$ cat src/rtl/shift_pkg.sv
// Shared definitions for the sequential shifter.
//   SH_*  : shift-mode encodings carried on the 2-bit mode port.
//   state_t: control states of the shift engine (idle / shifting / done).
package shift_pkg;

    localparam logic [1:0] SH_SLL = 2'b00;   // logical left, zero fill
    localparam logic [1:0] SH_SRL = 2'b01;   // logical right, zero fill
    localparam logic [1:0] SH_SRA = 2'b10;   // arithmetic right, sign fill
    localparam logic [1:0] SH_ROL = 2'b11;   // rotate left

    typedef enum logic [1:0] {
        ST_IDLE  = 2'b00,
        ST_SHIFT = 2'b01,
        ST_DONE  = 2'b10
    } state_t;

endpackage

$ cat src/rtl/nbit_shift_step.sv
// Combinational single-step shifter: moves val_i by amt_i (0..STEP) bits in
// the given mode and reports the last bit that left the word (for ROL, the
// last bit that wrapped around).
//   val_i  : value to shift
//   amt_i  : number of bit positions, 0..STEP
//   mode_i : SLL / SRL / SRA / ROL
//   val_o  : shifted value
//   last_o : last bit shifted out (0 when amt_i is 0; caller ignores it then)
module nbit_shift_step
    import shift_pkg::*;
#(
    parameter int N    = 32,
    parameter int STEP = 1,
    parameter int SW   = $clog2(STEP + 1)
) (
    input  logic [N-1:0]  val_i,
    input  logic [SW-1:0] amt_i,
    input  logic [1:0]    mode_i,
    output logic [N-1:0]  val_o,
    output logic          last_o
);

    // One candidate result per possible amount; all shifts are by constants,
    // so each candidate is pure wiring and the amount only drives a mux.
    logic [N-1:0] cand_val  [STEP+1];
    logic         cand_last [STEP+1];

    assign cand_val[0]  = val_i;
    assign cand_last[0] = 1'b0;

    for (genvar gi = 1; gi <= STEP; gi++) begin : g_amt
        logic [N-1:0] sll_v;
        logic [N-1:0] srl_v;
        logic [N-1:0] sra_v;
        logic [N-1:0] rol_v;

        assign sll_v = val_i << gi;
        assign srl_v = val_i >> gi;
        // Sign fill built explicitly so no signed arithmetic is involved.
        assign sra_v = (val_i >> gi) | ({N{val_i[N-1]}} << (N - gi));
        assign rol_v = (val_i << gi) | (val_i >> (N - gi));

        assign cand_val[gi] = (mode_i == SH_SLL) ? sll_v :
                              (mode_i == SH_SRL) ? srl_v :
                              (mode_i == SH_SRA) ? sra_v : rol_v;

        // Left moves lose/wrap the upper bits, right moves lose the lower bits;
        // the last one to go is the one nearest the kept part of the word.
        assign cand_last[gi] = (mode_i == SH_SLL || mode_i == SH_ROL) ?
                               val_i[N - gi] : val_i[gi - 1];
    end

    assign val_o  = cand_val[amt_i];
    assign last_o = cand_last[amt_i];

endmodule

$ cat src/rtl/seq_shift_reg.sv
// N-bit register with parallel load and a multi-cycle shift engine that moves
// at most STEP bits per clock. The pipeline stalls while busy is high.
//   clk      : clock, all state changes on the rising edge
//   reset    : synchronous, active-low; clears everything and aborts any op
//   load     : parallel load strobe (beats start, aborts an op in flight)
//   data     : parallel load value
//   start    : request a shift; accepted in IDLE or DONE, ignored while busy
//   mode     : 00 SLL, 01 SRL, 10 SRA, 11 ROL (sampled with start)
//   shamt    : shift amount 0..N-1 (sampled with start)
//   Q        : register contents
//   busy     : high while shifting
//   done     : one-cycle pulse, Q holds the final result
//   last_out : last bit shifted out (ROL: last bit wrapped)
module seq_shift_reg
    import shift_pkg::*;
#(
    parameter int N    = 32,
    parameter int SHW  = $clog2(N),
    parameter int STEP = 1
) (
    input  logic           clk,
    input  logic           reset,
    input  logic           load,
    input  logic [N-1:0]   data,
    input  logic           start,
    input  logic [1:0]     mode,
    input  logic [SHW-1:0] shamt,
    output logic [N-1:0]   Q,
    output logic           busy,
    output logic           done,
    output logic           last_out
);

    localparam int SW = $clog2(STEP + 1);

    state_t         state_q;
    logic [N-1:0]   q_q;
    logic           last_q;
    logic [SHW-1:0] cnt_q;      // bits still to shift
    logic [1:0]     mode_q;     // mode latched at start

    logic [SW-1:0]  step_d;     // bits moved on this edge: min(STEP, cnt)
    logic [SHW-1:0] cnt_d;      // remaining count after this edge
    logic [N-1:0]   q_shift_d;
    logic           last_shift_d;

    always_comb begin
        step_d = SW'(STEP);
        if (int'(cnt_q) < STEP) begin
            step_d = SW'(cnt_q);
        end
    end

    // step_d never exceeds cnt_q, so it always fits the count width here.
    assign cnt_d = cnt_q - SHW'(step_d);

    nbit_shift_step #(
        .N    (N),
        .STEP (STEP),
        .SW   (SW)
    ) u_step (
        .val_i  (q_q),
        .amt_i  (step_d),
        .mode_i (mode_q),
        .val_o  (q_shift_d),
        .last_o (last_shift_d)
    );

    always_ff @(posedge clk) begin
        if (!reset) begin
            state_q <= ST_IDLE;
            q_q     <= '0;
            last_q  <= 1'b0;
            cnt_q   <= '0;
            mode_q  <= SH_SLL;
        end else if (load) begin
            // Load wins over everything but reset and silently drops any op.
            q_q     <= data;
            state_q <= ST_IDLE;
        end else begin
            case (state_q)
                ST_IDLE, ST_DONE: begin
                    if (start) begin
                        mode_q  <= mode;
                        cnt_q   <= shamt;
                        state_q <= (shamt == '0) ? ST_DONE : ST_SHIFT;
                    end else begin
                        state_q <= ST_IDLE;
                    end
                end
                ST_SHIFT: begin
                    q_q    <= q_shift_d;
                    last_q <= last_shift_d;
                    cnt_q  <= cnt_d;
                    if (cnt_d == '0) begin
                        state_q <= ST_DONE;
                    end
                end
                default: begin
                    state_q <= ST_IDLE;
                end
            endcase
        end
    end

    assign Q        = q_q;
    assign busy     = (state_q == ST_SHIFT);
    assign done     = (state_q == ST_DONE);
    assign last_out = last_q;

endmodule

$ cat config.mk
export PLATFORM = sky130hd
export DESIGN_NAME = seq_shift_reg
export DESIGN_NICKNAME = d
export VERILOG_FILES = /design/src/rtl/shift_pkg.sv /design/src/rtl/nbit_shift_step.sv /design/src/rtl/seq_shift_reg.sv
export SDC_FILE = /design/constraint.sdc
export NUM_CORES = 1
export LEC_CHECK = 0
export ABC_CLOCK_PERIOD_IN_PS = 1700
export CELL_PAD_IN_SITES_DETAIL_PLACEMENT = 2
export CELL_PAD_IN_SITES_GLOBAL_PLACEMENT = 2
export CORE_AREA = 2 2 96 108
export CTS_CLUSTER_DIAMETER = 80
export DETAILED_ROUTE_END_ITERATION = 16
export DIE_AREA = 0 0 98 110
export PLACE_DENSITY = 0.77
export SLEW_MARGIN = 15
export SYNTH_ARGS = -nofsm -noshare
export SYNTH_HDL_FRONTEND = slang
export SYNTH_SLANG_ARGS = --single-unit
$ cat constraint.sdc
create_clock -name clk -period 1.7 [get_ports clk]
set_input_delay 0.34 -clock clk [delete_from_list [all_inputs] [get_ports clk]]
set_output_delay 0.34 -clock clk [all_outputs]
set_load 0.05 [all_outputs]
==> results.yml, run 1 <==
outcome:
  status: "complete, but fails checks"
  violations: "setup timing"
sta:
  fin_ws_ns: -0.206
  fin_skew_ns: 0.00710
  fmax_mhz: 525
  min_period_over_period_pct: 112
  whs_ns: 0.519
  finalMaxSlewViolations: 0
  post-route-min-period_ns: 1.91
  hold_viol_final: 0
  fin_setup_tns_ns: -5.34
  tightest_slew_ns: 0.320
  rsz0062_at_grt: "true"
  maxSlewHeadroom_pct: 78.6
  setup-violations-final: 30
yosys:
  synth_edf_count: 0
  synth_area_leaders: "dfxtp_1, mux2_2, mux2_1"
  yosysTopAreaCell: "dfxtp_1"
  yosysTopAreaCellShare_pct: 34.1
  ys.warnings.count: 0
  synth-seq-area-share_pct: 34.1
  ys_ff_latch: 42
  avgSynthCellArea_sq_um: 10.5
  synthCells: 236
  synth_flop_cell: "dfxtp_1"
  syn_area_sq_um: 2470
  synth.distinct_cells: 39
  async_reset_ff_share_pct: 0
  synthesis.nets: 284
die:
  die_h_um: 110
  dieArea_sq_um: 10800
  start_util_pct: 25.6
  rows: 38
  die-width_um: 98
  core-area_sq_um: 9650
  io_pins: 78
power:
  pwr_density_cell_nw_per_um2: 736
  peakVddDrop_uv: 339
  leakagePower_nw: 1.73
  finalPower_mw: 2.86
finish:
  final_nets: 384
  finalInstanceArea_sq_um: 3890
  finalNonFillerCells: 456
  fin_util_pct: 40.3
  antenna_cells: 0
  syn_to_final_growth_pct: 57.6
  drive_above_1_share_pct: 45.2
drt:
  first_pass_iters: 4
  num_vias: 2247
  drtAntennaViolNets: 0
  post_drt_wl_per_cell_um: 18.8
  wl_mm: 8.58
  viasPerCell: 4.93
  drc: 0
  drt_iter0_markers: 57
worst_setup_path:
  crit_required_ns: 1.89
  worstRegToRegCells: 8
  r2r_setup_slack_ns: -0.21
  r2r_start: "mode_q[1]$_SDFFE_PN0P_"
  worstSetupStartpointType: "register"
  r2r-end: "Q[20]$_SDFFE_PN0P_"
  crit_arrival_ns: 2.10
  end_kind: "register"
  crit_fanout: 10
  criticalPathCategory: "reg -> reg"
placed_design:
  place_hpwl_mm: 5.91
  placedCellCount: 440
  port_buffers: 77
  dpl_worst_slack_ns: -0.220
  globalplace.congestion: 0.731
  placed_area_sq_um: 3500
flow_run:
  maxCapViolCount: 0
global_routing:
  grt_use_total_pct: 15.5
  antenna_found_initial: 0
  grt_pass1_vias: 2500
  grt_max_degree: 29
  grt_pass1_wl_mm: 13.2
  gr-total-overflow: 0
min_path:
  holdPathStages: 2
  min_to: "last_out$_SDFFE_PN0P_"
  hp-start: "last_out$_SDFFE_PN0P_"
  hp-class: "reg -> reg"
clocking:
  cts_buffers: 5
  clkSlewWorstSetupHoldPaths_ns: 0.08
  clock_latency_ns: 0.30
  clock_sinks: 42
  htree_levels: 2
  cts_tree: "built"
  clockRootBuffer: "clkbuf_8"
  cts_buffer_depth: 2
worst max-delay path: stages (launching register included):
cell and delay, ns:
dfxtp_4 0.38, inv_4 0.05, ha_4 0.16, o21bai_4 0.17, buf_6 0.15, buf_16 0.15, mux2_4 0.30, mux2_4 0.26
a22o_1 0.18
cell type report:
type,instances,area (sq um)
clock buffers,6,82.6
well taps,120,150
clock inverters,1,30.0
multi-input cells,167,1650
inverters,9,38.8
flip-flops and latches,42,851
repair buffers,111,1080
fillers,1022,5760
registers in the layout (all words and copies together) (netlist names):
name and flops:
state_q 2, Q 32, mode_q 2, last_out 1
cnt_q 5
report_power, final:
part	switching (mW)	internal, mW
Clock	0.373	0.471
Sequential	0.0736	1.04
Combinational	0.441	0.462
synth_stat cells, types with 2 or more instances:
cell type,count
dfxtp_1,42
mux2_2,32
a22o_1,30
mux2_1,25
nor2_1,10
inv_1,9
a21oi_1,8
buf_2,8
nand2_1,7
buf_6,5
ha_1,5
nor2b_1,5
nor3b_1,5
clkbuf_1,4
mux2_4,4
o21ai_0,4
a22oi_1,3
nand2b_1,3
nand3_1,3
a21boi_0,2
mux2i_1,2
o21a_1,2
xnor2_1,2
layout by cell type, fill, tap and decap left out, types with 2 or more instances in the layout:
master	instances
buf_4	56
clkdlybuf4s50_1	41
dfxtp_1	38
mux2_4	31
a22o_1	30
mux2_2	23
nor2_1	9
a21oi_1	8
buf_12	8
nand2_1	7
mux2_1	7
inv_1	6
clkbuf_8	6
nor2b_1	5
nand2b_1	3
o21ai_0	3
nor3b_1	3
a22oi_1	3
ha_4	3
buf_6	3
inv_4	2
mux2i_1	2
a21boi_0	2
o21a_1	2
xnor2_1	2
nor3b_2	2
nand3_1	2
buf_16	2
dfxtp_2	2
dfxtp_4	2
worst max path at each step:
stage	startpoint	endpoint	slack, ns
2_1_floorplan	mode_q[0]$_SDFFE_PN0P_	Q[22]$_SDFFE_PN0P_	-0.04
4_1_cts	mode_q[1]$_SDFFE_PN0P_	Q[7]$_SDFFE_PN0P_	-0.20
5_1_grt	mode_q[1]$_SDFFE_PN0P_	Q[8]$_SDFFE_PN0P_	-0.27
6_report	mode_q[1]$_SDFFE_PN0P_	Q[20]$_SDFFE_PN0P_	-0.21
3_5_place_dp	mode_q[0]$_SDFFE_PN0P_	Q[21]$_SDFFE_PN0P_	-0.22
3_3_place_gp	mode_q[0]$_SDFFE_PN0P_	Q[24]$_SDFFE_PN0P_	-0.16
cells by family (layout without fill, tap and decap cells):
logic type | Yosys count | count (layout) | share of synthesized area (%)
compound gates | 59 | 59 | 19.0
xor+xnor | 2 | 2 | 0.710
fa+ha+maj | 5 | 5 | 2.53
buf+inv | 27 | 127 | 6.03
flops | 42 | 42 | 34.1
mux | 63 | 63 | 29.2
simple gates | 38 | 38 | 8.41
repair_timing:
| item | in CTS | in global routing |
|---|---|---|
| cloned | 2 | 0 |
| hold buffers | 0 | 0 |
| resized for setup | 24 | 25 |
| setup endpoints to repair | 30 | 35 |
| pin swaps | 3 | 1 |
| buffers inserted | 8 | 0 |
routing by layer:
metal	wire, um	GRT usage [%]
met5	0	0
met4	87	3.57
met3	395	3.28
met2	4490	29.0
met1	3610	18.1
No activity file was read; power rests on OpenSTA's default activity.
==> run 2: changes to the inputs <==
Settings changed: CAP_MARGIN set to 20.
==> results of run 2 <==
Final layout, timing and power as in run 1 (identical DEF).
